## src/rtl/tile_query_arbiter.sv

```systemverilog
// Round-robin arbiter sharing the wall-tilemap read port between movement requesters.
// Optional feature: define TILE_ARB_TUNNEL_EN to wrap the left/right grid edges.
module tile_query_arbiter #(
  parameter int NUM_REQ   = 4,
  parameter int X_W       = 10,
  parameter int Y_W       = 9,
  parameter int TILE_SIZE = 20,
  parameter int TILE_COLS = 32,
  parameter int TILE_ROWS = 24,
  parameter int IDX_W     = 10
) (
  input  logic                   clk,
  input  logic                   reset,
  input  logic [NUM_REQ-1:0]     req,
  input  logic [NUM_REQ*X_W-1:0] req_x,
  input  logic [NUM_REQ*Y_W-1:0] req_y,
  input  logic [NUM_REQ*2-1:0]   req_dir,
  output logic [NUM_REQ-1:0]     ack,
  output logic                   blocked,
  output logic [IDX_W-1:0]       nb_idx,
  output logic                   mem_rd,
  output logic [IDX_W-1:0]       mem_addr,
  input  logic                   mem_rdata,
  output logic                   busy
);
  localparam int PTR_W = (NUM_REQ > 1) ? $clog2(NUM_REQ) : 1;
  localparam int CW    = X_W + 1;
  localparam int RW    = Y_W + 1;
  localparam logic [CW-1:0]    COL_ONE  = CW'(1);
  localparam logic [RW-1:0]    ROW_ONE  = RW'(1);
  localparam logic [CW-1:0]    COL_LIM  = CW'(TILE_COLS);
  localparam logic [RW-1:0]    ROW_LIM  = RW'(TILE_ROWS);
  localparam logic [PTR_W-1:0] PTR_LAST = PTR_W'(NUM_REQ - 1);

  typedef enum logic [1:0] {S_IDLE, S_ISSUE, S_WAIT, S_DONE} state_t;
  typedef enum logic [1:0] {DIR_UP, DIR_DOWN, DIR_LEFT, DIR_RIGHT} dir_t;

  state_t             state_q, state_d;
  logic [PTR_W-1:0]   rr_ptr_q, rr_ptr_d;
  logic [PTR_W-1:0]   gnt_q, gnt_d;
  logic [X_W-1:0]     x_q, x_d;
  logic [Y_W-1:0]     y_q, y_d;
  dir_t               dir_q, dir_d;
  logic               oob_q, oob_d;
  logic [IDX_W-1:0]   idx_q, idx_d;
  logic [NUM_REQ-1:0] ack_q, ack_d;
  logic               blocked_q, blocked_d;
  logic [IDX_W-1:0]   nb_idx_q, nb_idx_d;
  logic               mem_rd_q, mem_rd_d;
  logic [IDX_W-1:0]   mem_addr_q, mem_addr_d;

  logic [PTR_W-1:0]   sel;
  logic               found;
  logic [X_W-1:0]     col;
  logic [Y_W-1:0]     row;
  logic [CW-1:0]      ncol;
  logic [RW-1:0]      nrow;
  logic               off_grid;
  logic               nb_oob;
  logic [IDX_W-1:0]   nb_calc;

  always_comb begin
    int j;
    sel   = rr_ptr_q;
    found = 1'b0;
    j     = 0;
    for (int i = 0; i < NUM_REQ; i++) begin
      j = int'(rr_ptr_q) + i;
      if (j >= NUM_REQ) j = j - NUM_REQ;
      if (!found && req[j]) begin
        found = 1'b1;
        sel   = PTR_W'(j);
      end
    end
  end

  // Neighbour is one bit wider so stepping off row/col 0 lands on a huge value
  // and fails the upper-bound test instead of wrapping into the grid.
  always_comb begin
    col      = X_W'(int'(x_q) / TILE_SIZE);
    row      = Y_W'(int'(y_q) / TILE_SIZE);
    off_grid = (int'(x_q) >= TILE_COLS * TILE_SIZE) || (int'(y_q) >= TILE_ROWS * TILE_SIZE);
    ncol     = {1'b0, col};
    nrow     = {1'b0, row};
    case (dir_q)
      DIR_UP:    nrow = {1'b0, row} - ROW_ONE;
      DIR_DOWN:  nrow = {1'b0, row} + ROW_ONE;
      DIR_LEFT:  ncol = {1'b0, col} - COL_ONE;
      DIR_RIGHT: ncol = {1'b0, col} + COL_ONE;
      default:   ncol = {1'b0, col};
    endcase
`ifdef TILE_ARB_TUNNEL_EN
    if (dir_q == DIR_LEFT && col == '0) begin
      ncol = COL_LIM - COL_ONE;
    end else if (dir_q == DIR_RIGHT && ncol == COL_LIM) begin
      ncol = '0;
    end
`endif
    nb_oob  = off_grid || (ncol >= COL_LIM) || (nrow >= ROW_LIM);
    nb_calc = IDX_W'(nrow) * IDX_W'(TILE_COLS) + IDX_W'(ncol);
  end

  // The wall bit is sampled leaving DONE: covers a registered RAM (data the
  // cycle after mem_rd) as well as a combinational one, since mem_addr holds.
  always_comb begin
    state_d    = state_q;
    rr_ptr_d   = rr_ptr_q;
    gnt_d      = gnt_q;
    x_d        = x_q;
    y_d        = y_q;
    dir_d      = dir_q;
    oob_d      = oob_q;
    idx_d      = idx_q;
    ack_d      = '0;
    blocked_d  = blocked_q;
    nb_idx_d   = nb_idx_q;
    mem_rd_d   = 1'b0;
    mem_addr_d = mem_addr_q;
    case (state_q)
      S_IDLE: begin
        if (found) begin
          gnt_d   = sel;
          x_d     = req_x[int'(sel)*X_W +: X_W];
          y_d     = req_y[int'(sel)*Y_W +: Y_W];
          dir_d   = dir_t'(req_dir[int'(sel)*2 +: 2]);
          state_d = S_ISSUE;
        end
      end
      S_ISSUE: begin
        oob_d = nb_oob;
        idx_d = nb_calc;
        if (!nb_oob) begin
          mem_rd_d   = 1'b1;
          mem_addr_d = nb_calc;
        end
        state_d = S_WAIT;
      end
      S_WAIT: begin
        state_d = S_DONE;
      end
      S_DONE: begin
        blocked_d = oob_q | mem_rdata;
        nb_idx_d  = idx_q;
        ack_d     = NUM_REQ'(1) << gnt_q;
        rr_ptr_d  = (gnt_q == PTR_LAST) ? '0 : gnt_q + 1'b1;
        state_d   = S_IDLE;
      end
      default: state_d = S_IDLE;
    endcase
  end

  always_ff @(posedge clk or negedge reset) begin
    if (!reset) begin
      state_q    <= S_IDLE;
      rr_ptr_q   <= '0;
      gnt_q      <= '0;
      x_q        <= '0;
      y_q        <= '0;
      dir_q      <= DIR_UP;
      oob_q      <= 1'b0;
      idx_q      <= '0;
      ack_q      <= '0;
      blocked_q  <= 1'b0;
      nb_idx_q   <= '0;
      mem_rd_q   <= 1'b0;
      mem_addr_q <= '0;
    end else begin
      state_q    <= state_d;
      rr_ptr_q   <= rr_ptr_d;
      gnt_q      <= gnt_d;
      x_q        <= x_d;
      y_q        <= y_d;
      dir_q      <= dir_d;
      oob_q      <= oob_d;
      idx_q      <= idx_d;
      ack_q      <= ack_d;
      blocked_q  <= blocked_d;
      nb_idx_q   <= nb_idx_d;
      mem_rd_q   <= mem_rd_d;
      mem_addr_q <= mem_addr_d;
    end
  end

  assign ack      = ack_q;
  assign blocked  = blocked_q;
  assign nb_idx   = nb_idx_q;
  assign mem_rd   = mem_rd_q;
  assign mem_addr = mem_addr_q;
  assign busy     = (state_q != S_IDLE);

endmodule

```

## config.mk

```make
export PLATFORM = sky130hd
export DESIGN_NAME = tile_query_arbiter
export DESIGN_NICKNAME = d
export VERILOG_FILES = /design/src/rtl/tile_query_arbiter.sv
export SDC_FILE = /design/constraint.sdc
export NUM_CORES = 1
export LEC_CHECK = 0
export CAP_MARGIN = 20
export CORE_MARGIN = 2
export CORE_UTILIZATION = 58
export CTS_BUF_LIST = sky130_fd_sc_hd__clkbuf_2 sky130_fd_sc_hd__clkbuf_4 sky130_fd_sc_hd__clkbuf_8
export CTS_CLUSTER_DIAMETER = 100
export CTS_CLUSTER_SIZE = 16
export DETAILED_ROUTE_END_ITERATION = 8
export GPL_TIMING_DRIVEN = 0
export PLACE_DENSITY_LB_ADDON = 0.3
export SLEW_MARGIN = 20
export SYNTH_ARGS = -nofsm -noshare
export SYNTH_HDL_FRONTEND = slang
export SYNTH_SLANG_ARGS = --single-unit
```

## constraint.sdc

```tcl
create_clock -name clk -period 12.6 [get_ports clk]
set_input_delay 2.52 -clock clk [delete_from_list [all_inputs] [get_ports clk]]
set_output_delay 2.52 -clock clk [all_outputs]
set_load 0.01 [all_outputs]
```

==> results_dict.tcl, run 1 <==
set metrics [dict create \
    cts_resized 0 \
    antenna_found_initial 0 \
    postCtsHoldBufs 0 \
    end_kind "flip-flop" \
    finalSetupViolCount 0 \
    start_util 0.596 \
    hold_slack_ns 0.504 \
    final.fill_count 642 \
    ys_async_sr_fraction 1.00 \
    ys_ff_latch 60 \
    critical_path.max_fanout 8 \
    syn2layout_area_growth_pct 25.3 \
    gr-usage-all-layers 0.294 \
    io_buffers 101 \
    post-cts-setup-buffers 0 \
    netlist_area_um2 5500 \
    drt_pass1_iterations 5 \
    rsz0062_at_grt "false" \
    cp.required_ns 12.82 \
    arrival_ns 7.39 \
    worstRegToRegCells 27 \
    critPathLaunch "x_q[7]" \
    crit_type "reg -> reg" \
    multiInputGateArea_um2 3710 \
    first_global_vias 5135 \
    fmax_ghz 0.140 \
    r2r-end "idx_q[9]" \
    worstMarginPinSlew_ns 0.767 \
    cap_violations 0 \
    clkTransAtPathRegs_ns 0.08 \
    synth_top_family_by_area "compound AO/OA/AOI/OAI gates" \
    synth-seq-area-share 0.273 \
    final.setup.tns_ns 0 \
    dr_total_vias 5310 \
    rr_startpoint "x_q[7]" \
    die_h_um 101 \
    grt_pass1_wl_mm 24.4 \
    final_cells 883 \
    synth.distinct_cells 78 \
    regArea_um2 1500 \
    r2r_slack_ns 5.43 \
    synth-edff-count 0 \
    clk_latency_ns 0.35 \
    hpwl_mm 11.5 \
    drtIter0Drc 350 \
    grt_max_degree 61 \
    antenna_left 0 \
    synth_flop_cell "dfrtp_1" \
    root_buffer "clkbuf_8" \
    num_rows 35 \
    clockBufferDepth 2 \
    hold_path_class "reg -> reg" \
    clock_sinks 60 \
    routed_wl_mm 15.0 \
    wl_per_cell_um 16.9 \
    yosys.area_share.adder 0.0796 \
    avgSynthCellArea_um2 8.63 \
    viasPerCell 6.01 \
    numCtsBuffers 9 \
    die-area_um2 10300 \
    core_um2 9240 \
    die_w_um 101 \
    tritoncts "done" \
    cts_max_level 3 \
    drv_slew 0 \
    min_period_ns 7.17 \
    grt_overflow 0 \
    syn_inst 638 \
    gp_congestion 0.973 \
    cpMaxStageDelayCell "a211oi_1" \
    antenna_cells 0 \
    drt_drc_violations_left 0 \
    status "finished clean" \
    synth-compound-area-share 0.221 \
    synthMuxAreaShare 0.150 \
    post-route-util 0.746 \
    relSlewSlack 0.489 \
    hold_viol 0 \
    critPathLaunchType "flip-flop" \
    io_pins 118 \
    syn_nets 759 \
    synth_xor_area_frac 0.0207 \
    nets 871 \
    final_layout_size_suffix_gt1_frac 0.127 \
    synth_warnings 0 \
    cpPeakStageDelay_ns 0.60 \
    fin_crit_sh 0.569 \
    dp.cells 868 \
    cp_common_cell "ha_1" \
    skew_ns 0.0155 \
    endpoint "idx_q[9]" \
    yosys.area_share.simple 0.203 \
]
## flip-flops by register name, indices dropped and copies added, names as in the netlist
register	count
rr_ptr_q	2
dir_q	2
x_q	8
ack	4
mem_rd	1
oob_q	1
idx_q	10
y_q	7
nb_idx	10
blocked	1
mem_addr	10
gnt_q	2
state_q	2
## kinds of logic (layout without fill, tap and decap cells)
group / Yosys count / count (layout)
simple gates: 211 / 211
compound gates: 176 / 176
mux: 73 / 73
buf+inv: 71 / 187
flops: 60 / 60
fa+ha+maj: 34 / 34
xor+xnor: 13 / 13
## critical path, delay by kind of cell (launching register included)
kind | cells | cell delay, ns
AO/OA/AOI/OAI | 9 | 2.82
flip-flops | 1 | 0.36
XOR/XNOR | 1 | 0.14
AND/OR/NAND/NOR | 9 | 1.55
multiplexers | 1 | 0.29
buffers and inverters | 3 | 0.39
adder cells (fa/ha/maj) | 4 | 1.47
## cells in the final DEF (no fill, tap or decap), types with 12 or more instances in the layout
cell               n
ha_1              27
clkbuf_1          28
clkdlybuf4s50_1  100
inv_1             30
mux2i_1           22
dfrtp_1           60
nor2_1            39
mux2_2            43
a21oi_1           30
nor3_1            16
o21ai_0           55
nand2_1           63
nand2b_1          12
## synth_stat cells, types with 3 or more instances
cell,number,area [um^2]
a21o_1,5,37.5
a21oi_1,30,150
a21boi_0,3,22.5
o21ba_2,4,40.0
o21a_1,5,37.5
mux2i_1,22,220
nand2_1,63,236
nor3_1,16,80.1
mux2_4,8,120
a221oi_1,7,61.3
a211oi_1,8,60.1
buf_2,7,35.0
o22ai_1,3,18.8
buf_1,3,11.3
nand2b_1,12,75.1
nor2_1,39,146
fa_1,3,60.1
o211ai_1,6,45.0
o41ai_1,4,35.0
inv_1,30,113
dfrtp_1,60,1500
or2_2,5,31.3
o211a_1,4,40.0
nand3_1,10,50.1
clkbuf_1,28,105
and3_1,4,25.0
xor2_1,5,43.8
and2_1,11,68.8
ha_1,27,338
xnor2_1,8,70.1
o31ai_1,6,45.0
nor4_1,6,37.5
a31oi_1,4,25.0
o21ai_0,55,275
maj3_1,4,40.0
or3_1,7,43.8
mux2_2,43,484
a221o_1,3,30.0
a22oi_1,3,22.5
nor2b_1,11,68.8
nand3b_1,5,37.5
nand4_1,5,31.3
## worst min-delay path by stage
stage / startpoint / endpoint / slack (ns) / depth (start not counted)
2_1_floorplan: oob_q / oob_q / 0.46 / 2
3_3_place_gp: idx_q[8] / nb_idx[8] / 0.48 / 1
3_5_place_dp: idx_q[5] / nb_idx[5] / 0.49 / 1
4_1_cts: idx_q[6] / nb_idx[6] / 0.51 / 1
5_1_grt: idx_q[6] / nb_idx[6] / 0.52 / 1
6_report: idx_q[6] / nb_idx[6] / 0.50 / 1
## per-layer routing
metal	wire, um	share of wire	vias up	GRT usage
met5	0	0	-	0
met4	276	0.018	0	0.0717
met3	835	0.056	25	0.0545
met2	7330	0.49	205	0.501
met1	6510	0.44	2523	0.388
li1	-	-	2557	-
## metrics by stage
step | area, um^2 | worst slack (ns)
floorplan | 5500 | 6.30
global placement | 6680 | 5.79
detailed placement | 6670 | 5.56
CTS | 6900 | 5.54
global route | 6900 | 4.85
finish | 6900 | 5.43
## final cells by class
| type | instances | area share |
|---|---|---|
| timing repair buffer | 101 | 0.146 |
| clock buffer | 11 | 0.0220 |
| tap | 129 | 0.0234 |
| sequential | 60 | 0.218 |
| inverter | 31 | 0.0169 |
| buffer | 40 | 0.0256 |
| multi-input combinational | 507 | 0.538 |
| clock inverter | 4 | 0.0105 |
Power of run 1 is left out: the tool's default activity adds up to more than one toggle a clock period on the data nets, which glitch-free logic cannot reach.
==> inputs of run 2 (changes only) <==
Settings changed: CORE_UTILIZATION 58 to 53.
Clock period 12.6 ns to 6.74 ns, I/O delays scaled along.
==> run 2 against run 1 <==
Against the previous run: utilization is 4.8 points lower; first-iteration DRC count is 8.3% lower; hold slack worse by 0.0037 ns; cell area is 3.1% higher; fmax is 8.9% higher; via count is 1.9% higher; setup slack worse by 5.3 ns; clock skew is 0.0022 ns lower; final cell count is 2.2% higher; critical path depth stayed put; register-to-register slack worse by 5.3 ns; highest routed layer unchanged.
==> results_dict.tcl, run 2 (synthesized netlist as in run 1, its figures left out) <==
set metrics [dict create \
    die-area_um2 11200 \
    io_pins 118 \
    clock_sinks 60 \
    final_cell_mix "100 x clkdlybuf4s50_1, 63 x nand2_1, 58 x dfrtp_1" \
    min_period_ns 6.58 \
    cap_violations 0 \
    routed_wl_mm 14.9 \
    start_util 0.540 \
    root_buffer "clkbuf_8" \
    final_common_cell "clkdlybuf4s50_1" \
    finalSetupViolCount 0 \
    skew_ns 0.0133 \
    hold_path_class "reg -> reg" \
    viasPerCell 6.00 \
    gr-usage-all-layers 0.264 \
    grt_pass1_wl_mm 24.1 \
    final_cells 902 \
    gp_congestion 0.960 \
    critPathTopFamily "simple AND/OR/NAND/NOR gates" \
    regArea_um2 1500 \
    wl_per_cell_um 16.5 \
    cpMaxStageDelayCell "dfrtp_2" \
    grt_max_degree 44 \
    cp.required_ns 6.97 \
    grt_overflow 0 \
    post-route-util 0.698 \
    clkTransAtPathRegs_ns 0.08 \
    multiInputGateArea_um2 3820 \
    drv_slew 0 \
    drtIter0Drc 321 \
    syn2layout_area_growth_pct 29.3 \
    cp_num_buf_inv 3 \
    status "finished clean" \
    final.fill_count 798 \
    tritoncts "done" \
    arrival_ns 6.81 \
    final_layout_size_suffix_gt1_frac 0.166 \
    antenna_cells 0 \
    final.setup.tns_ns 0 \
    relSlewSlack 0.452 \
    clk_latency_ns 0.35 \
    crit_type "reg -> reg" \
    antenna_found_initial 0 \
    cpPeakStageDelay_ns 0.45 \
    critical_path.max_fanout 10 \
    num_rows 37 \
    io_buffers 101 \
    clockBufferDepth 2 \
    antenna_left 0 \
    post_dp_cell_area_um2 6700 \
    hold_viol 0 \
    final_cell_area_um2 7110 \
    cts_max_level 3 \
    fmax_ghz 0.152 \
    worstMarginPinSlew_ns 0.816 \
    end_kind "flip-flop" \
    core_um2 10200 \
    die_h_um 106 \
    drt_drc_violations_left 0 \
    dr_total_vias 5413 \
    hpwl_mm 11.3 \
    fin_crit_sh 0.976 \
    drt_pass1_iterations 5 \
    die_w_um 106 \
    first_global_vias 5088 \
    nets 882 \
    numCtsBuffers 9 \
    dp.cells 876 \
    critPathLaunchType "flip-flop" \
    postCtsHoldBufs 0 \
]
==> run 2: changes by cell type in the layout (fill, tap and decap cells not counted), sizes merged <==
cell      change
buf          +11
clkbuf        -2
clkinvlp      +2
inv           +1
==> run 2: timing repair <==
action,4_1_cts,5_1_grt
buffers inserted,0,10
gates resized for setup,9,18
pin swaps,0,12
hold endpoints to repair,0,0
gates cloned,0,0
setup endpoints to repair,12,14
==> run 2: layer usage <==
| layer | wire, um | vias to the layer above | track usage |
|---|---|---|---|
| li1 | - | 2585 | - |
| met5 | 0 | - | 0 |
| met1 | 6350 | 2543 | 0.338 |
| met3 | 898 | 38 | 0.0484 |
| met4 | 289 | 0 | 0.0639 |
| met2 | 7380 | 247 | 0.461 |
==> run 2: worst paths after layout <==
path	startpoint	endpoint	slack, ns	cells past startpoint
max	y_q[6]	mem_addr[4]	0.16	27
min	idx_q[2]	nb_idx[2]	0.50	1
max reg2reg	y_q[6]	mem_addr[4]	0.16	27
min reg2reg	idx_q[2]	nb_idx[2]	0.50	1
max in group asynchronous	reset	idx_q[9]	5.36	2
min in group asynchronous	reset	dir_q[0]	0.87	1
==> run 2: metrics by stage <==
| stage | hold slack [ns] | setup slack [ns] |
|---|---|---|
| 5_1_grt | 0.515 | -0.0333 |
| 6_report | 0.501 | 0.159 |
| 3_3_place_gp | 0.485 | -0.0562 |
| 2_1_floorplan | 0.461 | 0.440 |
| 4_1_cts | 0.510 | 0.0156 |
| 3_5_place_dp | 0.494 | -0.185 |
==> run 2: layout make-up <==
type	count	area share
Clock buffer	9	0.0174
Multi-Input combinational cell	507	0.537
Sequential cell	60	0.211
Inverter	31	0.0164
Buffer	40	0.0248
Timing Repair Buffer	112	0.155
Clock inverter	7	0.0141
Tap cell	136	0.0239
Power of run 2 is left out for the same reason.
